## src/rtl/mm_job_ctrl.sv

```systemverilog
// mm_job_ctrl: runs one custom_matmul16x16 job (load operands, run, unload results) over valid/ready streams.
// Optional macro MMCTRL_TIMEOUT_EN adds a RUN watchdog, an ABORT path and the sticky o_err flag.
module mm_job_ctrl #(
    parameter int LD_BASE        = 0,
    parameter int LD_WORDS       = 128,
    parameter int RD_BASE        = 128,
    parameter int RD_WORDS       = 256,
    parameter int TIMEOUT_CYCLES = 4096
) (
    input  logic        i_clk,
    input  logic        i_rstn,
    input  logic        i_start,
    input  logic [2:0]  i_fl,
    output logic        o_busy,
    output logic        o_err,
    input  logic        i_in_valid,
    output logic        o_in_ready,
    input  logic [31:0] i_in_data,
    output logic        o_out_valid,
    input  logic        i_out_ready,
    output logic [31:0] o_out_data,
    output logic        o_out_last,
    output logic        o_mm_cen,
    output logic        o_mm_wen,
    output logic [8:0]  o_mm_addr,
    output logic [31:0] o_mm_din,
    input  logic [31:0] i_mm_dout,
    output logic        o_mm_rstn,
    output logic        o_mm_matmul_en,
    output logic [2:0]  o_mm_fl,
    input  logic        i_mm_done
);
    localparam logic [8:0] LD_BASE_A = 9'(LD_BASE);
    localparam logic [8:0] RD_BASE_A = 9'(RD_BASE);
    localparam logic [9:0] LD_LAST   = 10'(LD_WORDS - 1);
    localparam logic [9:0] RD_LAST   = 10'(RD_WORDS - 1);
    localparam logic [9:0] RD_NUM    = 10'(RD_WORDS);

    if (LD_BASE + LD_WORDS > 512 || LD_WORDS < 1) begin : g_bad_ld
        $error("mm_job_ctrl: load region must lie within 512 words");
    end
    if (RD_BASE + RD_WORDS > 512 || RD_WORDS < 1) begin : g_bad_rd
        $error("mm_job_ctrl: result region must lie within 512 words");
    end
    if (TIMEOUT_CYCLES < 2) begin : g_bad_to
        $error("mm_job_ctrl: TIMEOUT_CYCLES must be at least 2");
    end

    typedef enum logic [2:0] {ST_IDLE, ST_LOAD, ST_RUN, ST_UNLOAD, ST_ABORT} state_t;

    state_t      state_r;
    logic [9:0]  idx_r;
    logic [9:0]  out_cnt_r;
    logic        busy_r, in_ready_r, out_valid_r, out_last_r;
    logic [31:0] out_data_r;
    logic        mm_cen_r, mm_wen_r, mm_rstn_r, matmul_en_r;
    logic [8:0]  mm_addr_r;
    logic [31:0] mm_din_r;
    logic [2:0]  mm_fl_r;
    logic        rd_issue_r, rd_data_r;
    logic [31:0] fifo_mem_r [2];
    logic        fifo_wp_r, fifo_rp_r;
    logic [1:0]  fifo_occ_r;
    logic        pop_s, out_free_s, fifo_pop_s, push_s, load_s, issue_s, hs_s;
    logic [1:0]  occ_next_s;
    logic [31:0] load_data_s;
`ifdef MMCTRL_TIMEOUT_EN
    localparam int TO_W = $clog2(TIMEOUT_CYCLES + 1);
    localparam logic [TO_W-1:0] TO_LAST = TO_W'(TIMEOUT_CYCLES - 1);
    logic [TO_W-1:0] tcnt_r;
    logic            err_r;
    assign o_err = err_r;
`else
    assign o_err = 1'b0;
`endif

    assign o_busy         = busy_r;
    assign o_in_ready     = in_ready_r;
    assign o_out_valid    = out_valid_r;
    assign o_out_data     = out_data_r;
    assign o_out_last     = out_last_r;
    assign o_mm_cen       = mm_cen_r;
    assign o_mm_wen       = mm_wen_r;
    assign o_mm_addr      = mm_addr_r;
    assign o_mm_din       = mm_din_r;
    assign o_mm_rstn      = mm_rstn_r;
    assign o_mm_matmul_en = matmul_en_r;
    assign o_mm_fl        = mm_fl_r;

    // Output stage steering: the output register refills from the FIFO head, or straight from SRAM data when the FIFO is empty.
    always_comb begin
        pop_s       = out_valid_r & i_out_ready;
        out_free_s  = ~out_valid_r | pop_s;
        fifo_pop_s  = 1'b0;
        push_s      = 1'b0;
        load_s      = 1'b0;
        load_data_s = i_mm_dout;
        if (out_free_s && (fifo_occ_r != 2'd0)) begin
            load_s      = 1'b1;
            fifo_pop_s  = 1'b1;
            load_data_s = fifo_mem_r[fifo_rp_r];
            push_s      = rd_data_r;
        end else if (out_free_s) begin
            load_s = rd_data_r;
        end else begin
            push_s = rd_data_r;
        end
        occ_next_s = fifo_occ_r + {1'b0, push_s} - {1'b0, fifo_pop_s};
        // FIFO entries plus the read still on the SRAM pins must leave room for one more read
        issue_s = (state_r == ST_UNLOAD) && (idx_r < RD_NUM)
                  && (({1'b0, occ_next_s} + {2'b00, rd_issue_r}) < 3'd2);
        hs_s = (state_r == ST_LOAD) && i_in_valid && in_ready_r;
    end

    // Job FSM with registered SRAM/IP pins and the result output stage.
    always_ff @(posedge i_clk) begin
        if (!i_rstn) begin
            state_r       <= ST_IDLE;
            idx_r         <= 10'd0;
            out_cnt_r     <= 10'd0;
            busy_r        <= 1'b0;
            in_ready_r    <= 1'b0;
            out_valid_r   <= 1'b0;
            out_last_r    <= 1'b0;
            out_data_r    <= 32'd0;
            mm_cen_r      <= 1'b1;
            mm_wen_r      <= 1'b1;
            mm_addr_r     <= 9'd0;
            mm_din_r      <= 32'd0;
            mm_fl_r       <= 3'd0;
            mm_rstn_r     <= 1'b0;
            matmul_en_r   <= 1'b0;
            rd_issue_r    <= 1'b0;
            rd_data_r     <= 1'b0;
            fifo_mem_r[0] <= 32'd0;
            fifo_mem_r[1] <= 32'd0;
            fifo_wp_r     <= 1'b0;
            fifo_rp_r     <= 1'b0;
            fifo_occ_r    <= 2'd0;
`ifdef MMCTRL_TIMEOUT_EN
            tcnt_r        <= '0;
            err_r         <= 1'b0;
`endif
        end else begin
            mm_cen_r   <= 1'b1;
            mm_wen_r   <= 1'b1;
            mm_rstn_r  <= 1'b1;
            rd_issue_r <= 1'b0;
            rd_data_r  <= rd_issue_r;
            if (push_s) begin
                fifo_mem_r[fifo_wp_r] <= i_mm_dout;
                fifo_wp_r             <= ~fifo_wp_r;
            end
            if (fifo_pop_s) begin
                fifo_rp_r <= ~fifo_rp_r;
            end
            fifo_occ_r <= occ_next_s;
            if (load_s) begin
                out_valid_r <= 1'b1;
                out_data_r  <= load_data_s;
                out_last_r  <= (out_cnt_r == RD_LAST);
                out_cnt_r   <= out_cnt_r + 10'd1;
            end else if (pop_s) begin
                out_valid_r <= 1'b0;
                out_last_r  <= 1'b0;
            end
            case (state_r)
                ST_IDLE: begin
                    if (i_start) begin
                        mm_fl_r    <= i_fl;
                        busy_r     <= 1'b1;
                        in_ready_r <= 1'b1;
                        idx_r      <= 10'd0;
                        out_cnt_r  <= 10'd0;
                        state_r    <= ST_LOAD;
`ifdef MMCTRL_TIMEOUT_EN
                        err_r      <= 1'b0;
`endif
                    end
                end
                ST_LOAD: begin
                    if (hs_s) begin
                        mm_cen_r  <= 1'b0;
                        mm_wen_r  <= 1'b0;
                        mm_addr_r <= LD_BASE_A + idx_r[8:0];
                        mm_din_r  <= i_in_data;
                        if (idx_r == LD_LAST) begin
                            in_ready_r  <= 1'b0;
                            matmul_en_r <= 1'b1;
                            idx_r       <= 10'd0;
                            state_r     <= ST_RUN;
`ifdef MMCTRL_TIMEOUT_EN
                            tcnt_r      <= '0;
`endif
                        end else begin
                            idx_r <= idx_r + 10'd1;
                        end
                    end
                end
                ST_RUN: begin
                    // the first result read is issued on the same edge that leaves RUN
                    if (i_mm_done) begin
                        matmul_en_r <= 1'b0;
                        mm_cen_r    <= 1'b0;
                        mm_addr_r   <= RD_BASE_A;
                        rd_issue_r  <= 1'b1;
                        idx_r       <= 10'd1;
                        state_r     <= ST_UNLOAD;
                    end
`ifdef MMCTRL_TIMEOUT_EN
                    else if (tcnt_r == TO_LAST) begin
                        matmul_en_r <= 1'b0;
                        mm_rstn_r   <= 1'b0;
                        err_r       <= 1'b1;
                        busy_r      <= 1'b0;
                        state_r     <= ST_ABORT;
                    end else begin
                        tcnt_r <= tcnt_r + 1'b1;
                    end
`endif
                end
                ST_UNLOAD: begin
                    if (issue_s) begin
                        mm_cen_r   <= 1'b0;
                        mm_addr_r  <= RD_BASE_A + idx_r[8:0];
                        rd_issue_r <= 1'b1;
                        idx_r      <= idx_r + 10'd1;
                    end
                    if (pop_s && out_last_r) begin
                        busy_r  <= 1'b0;
                        state_r <= ST_IDLE;
                    end
                end
                ST_ABORT: begin
                    mm_rstn_r <= 1'b0;
                    state_r   <= ST_IDLE;
                end
                default: begin
                    state_r <= ST_IDLE;
                end
            endcase
        end
    end
endmodule

```

## config.mk

```make
export PLATFORM = sky130hd
export DESIGN_NAME = mm_job_ctrl
export DESIGN_NICKNAME = d
export VERILOG_FILES = /design/src/rtl/mm_job_ctrl.sv
export SDC_FILE = /design/constraint.sdc
export NUM_CORES = 1
export LEC_CHECK = 0
export BUFFER_PORTS_ARGS = -buffer_cell sky130_fd_sc_hd__buf_4
export CAP_MARGIN = 20
export CORE_MARGIN = 2
export CORE_UTILIZATION = 40
export DETAILED_ROUTE_END_ITERATION = 8
export GPL_ROUTABILITY_DRIVEN = 0
export GPL_TIMING_DRIVEN = 0
export PLACE_DENSITY = 0.59
export SYNTH_ARGS = -nofsm -noshare
export SYNTH_HDL_FRONTEND = slang
export SYNTH_SLANG_ARGS = --single-unit
```

## constraint.sdc

```tcl
create_clock -name i_clk -period 9.87 [get_ports i_clk]
set_input_delay 0.987 -clock i_clk [delete_from_list [all_inputs] [get_ports i_clk]]
set_output_delay 0.987 -clock i_clk [all_outputs]
set_load 0.02 [all_outputs]
```

==> run metrics <==
share of cells above drive strength 1 0.215; Post-Synthesis Net Count 846; #FFs+latches synth 177; R2R Path End o_mm_addr[1]; first-pass GRT wire length 29600 um; CTS Buf Count 17; maximum number of pins on one net before global-route repair 33; clk_lat worst skew ~0.42 ns; H-tree Lvls 4; slowest stage delay, CP 0.50 ns; synthesized instance count 764; row cnt 50; Worst Setup EP o_mm_addr[1]; Int Power 1550 uW; RSZ-0062 raised after global routing false; cts hold-fix bufs 0; CTS tree built; Util after Layout 0.518; clock network fraction of design power 0.261; cell family with most CP delay buffers and inverters; CP bufs+invs 4; DR vias 5868; Root Buffer clkbuf_16; shortest period the worst path allows 3.90 ns; crit-path cells buf_4 > nor2b_4 > nor2_1 > clkbuf_1 > clkbuf_1 > mux2_2 > ha_1 > a211oi_1 > a41o_4 > nor3b_4 > buf_6 > nand3_1 > a21boi_1; final max-slew violation count 0; register share of total power 0.366; num ports 158; drt wl/cell 15.5 um; Pleak 0.00375 uW; Hold WC Path Type flip-flop to flip-flop; FFs w/ async S/R, synth 0; Setup TNS 0 ns; CP max stage cell clkbuf_1; Critical Path Fanout Max 10; initial antenna violation count 0; Post-CTS Setup Bufs 0; Syn Area/Cell between 10 and 15 um2; die extent in x 142 um; Max Clock Skew 0.0113 ns; final worst slack 5.97 ns; biggest area consumer among synthesized cells dfxtp_1; clock-pin slew on the worst setup and hold paths 0.07 ns; Final Cycle Share 0.395; Yosys top cell area share 0.295; most frequent CP cell clkbuf_1; core region area around 0.019 mm2; share of total power in combinational logic 0.373; normalized max-slew margin 0.413; Via density 4.94; overall global routing resource usage 0.185; Area Growth Syn to Fin 26.8%; CP endpoint kind flip-flop; Setup Viol. Count Final 0; placed instance area 0.00917 mm2; maxcap violations 0; Clock Path Buffers 2; status completed; Crit Path Class primary input to flip-flop; router iterations before antenna repair 5; Fmax between 200 and 300 MHz; ys flop type dfxtp_1; pre-CTS WS around 5.5 ns; adder-cell share of the synthesized area 0.0147; die height 142 um; remaining routing DRC violations 0; xor/xnor cell area share of the yosys netlist 0.0160; Arr. time, crit path 4.25 ns; total clock sinks 177; synthesis warning total 0; CP startpoint kind primary input; critical path depth 13; Worst VDD drop 0.177 mV; port bufs 156; reg2reg setup slack 6.20 ns; Initial Util 0.409; largest family of logic cells by synthesized area simple AND/OR/NAND/NOR gates; Synth Area in Compound Gates 0.131; diode count 0; FF-to-FF Start o_out_valid; Post-DRT Antenna Nets 0; synth unique cells between 50 and 60; post-cts sizing count 0; vias in the first global route 5765; Worst Reg2Reg Path Length in Cells 12; fin area just under 0.01 mm2; fin nets between 1000 and 1500; post-synthesis mux area share 0.0445; Seq/Total Area, Yosys 0.545; Worst Setup SP i_out_ready; net switching fraction of the power 0.374; Commonest cells post-synth 113 x dfxtp_1, 97 x nand2_1, 71 x and2_1; Pwr per Cell Area 255 mW/mm2; top cells by area, synth dfxtp_1 29%, edfxtp_1 25%, and2_1 5.8%; routed wire length 18400 um; full die area just over 0.02 mm2; post-DP HPWL between 10000 and 15000 um; simple-gate share of the synthesized area 0.218; Syn Std Cell Area 0.00767 mm2; Fin. Hold Viols 0; total placed cells including tap cells 1155; Sw Pwr 927 uW; Post-synth EDFFs 64; Iter 0 DRT Violations 249; fin cells between 1000 and 1500; Critical Path RT 10.23 ns; most frequent cell after synthesis dfxtp_1; Worst Tran Pin Value just under 0.9 ns; gr ovfl total 0
[logic make-up after synthesis]
| logic type | after synthesis |
|---|---|
| buf+inv | 57 |
| xor+xnor | 14 |
| simple gates | 326 |
| compound gates | 146 |
| fa+ha+maj | 9 |
| flops | 177 |
| other cells | 1 |
| mux | 34 |
[sequential cells by signal, summed over array words and instances (netlist names), 2 cells and up, named ones only]
register    count
idx_r          10
fifo_occ_r      2
state_r         2
o_mm_addr       9
o_mm_fl         3
o_mm_din       32
out_cnt_r      10
o_out_data     32
fifo_mem_r     64
[through the flow]
stage / total power, uW / hold slack [ns]
2_1_floorplan: 1530 / 0.431
3_3_place_gp: 1850 / 0.450
3_5_place_dp: 1850 / 0.457
4_1_cts: 2510 / 0.467
5_1_grt: 2640 / 0.477
6_report: 2480 / 0.462
[cells in the final DEF (no fill, tap or decap), types with 4 or more instances in the layout]
cell type,netlist,layout
buf_4,3,159
dfxtp_1,113,113
nand2_1,97,97
and2_1,71,71
edfxtp_1,64,64
nor2_1,59,59
clkbuf_1,42,43
a21oi_1,43,43
a21boi_0,39,39
nor2b_1,38,38
mux2i_1,33,33
a211oi_1,33,33
nand3_1,19,19
clkbuf_16,0,17
nand2b_1,12,11
xor2_1,10,10
ha_1,9,9
a21boi_1,8,8
inv_1,7,7
nor3_1,5,5
o22ai_1,5,5
nand4_1,5,5
xnor2_1,4,4
clkinvlp_4,0,4
[area by class of cell]
| type | instances | area [um2] |
|---|---|---|
| Clock inverter | 14 | 133 |
| Tap cell | 234 | 293 |
| Fill cell | 1759 | 9040 |
| Clock buffer | 18 | 429 |
| Inverter | 7 | 26.3 |
| Timing Repair Buffer | 157 | 1190 |
| Buffer | 50 | 209 |
| Multi-Input combinational cell | 530 | 3270 |
| Sequential cell | 177 | 4180 |
[power groups by stage]
| stage | clock, uW | sequential, uW | combinational [uW] |
|---|---|---|---|
| after floorplan | 0 | 1000 | 532 |
| after global placement | 0 | 923 | 926 |
| after detailed placement | 0 | 923 | 930 |
| after CTS | 664 | 907 | 936 |
| after global routing | 691 | 918 | 1030 |
| final | 648 | 906 | 925 |
[routing by layer]
metal	routed length, um	vias up	global-route usage	part of all wire
met3	1080	16	0.0528	0.059
met1	8280	2713	0.233	0.45
met2	8820	152	0.313	0.48
met5	0	-	0	0
li1	-	2987	-	-
met4	206	0	0.0479	0.011
[worst min-delay path: cells and delay by family (launching register included)]
| kind | cells | cell delay, ns |
|---|---|---|
| and+or+nand+nor | 1 | 0.04 |
| DFF | 1 | 0.31 |
| AOI/OAI and AO/OA | 1 | 0.06 |
[worst min path at each step]
stage	from	endpoint	slack [ns]	cells after the start
5_1_grt	o_mm_din[1]	o_mm_din[1]	0.48	2
3_5_place_dp	o_mm_din[9]	o_mm_din[9]	0.46	2
2_1_floorplan	rd_issue_r	rd_data_r	0.43	1
6_report	o_mm_din[1]	o_mm_din[1]	0.46	2
4_1_cts	o_mm_din[9]	o_mm_din[9]	0.47	2
3_3_place_gp	o_mm_din[1]	o_mm_din[1]	0.45	2
No activity file was read; power rests on OpenSTA's default activity.
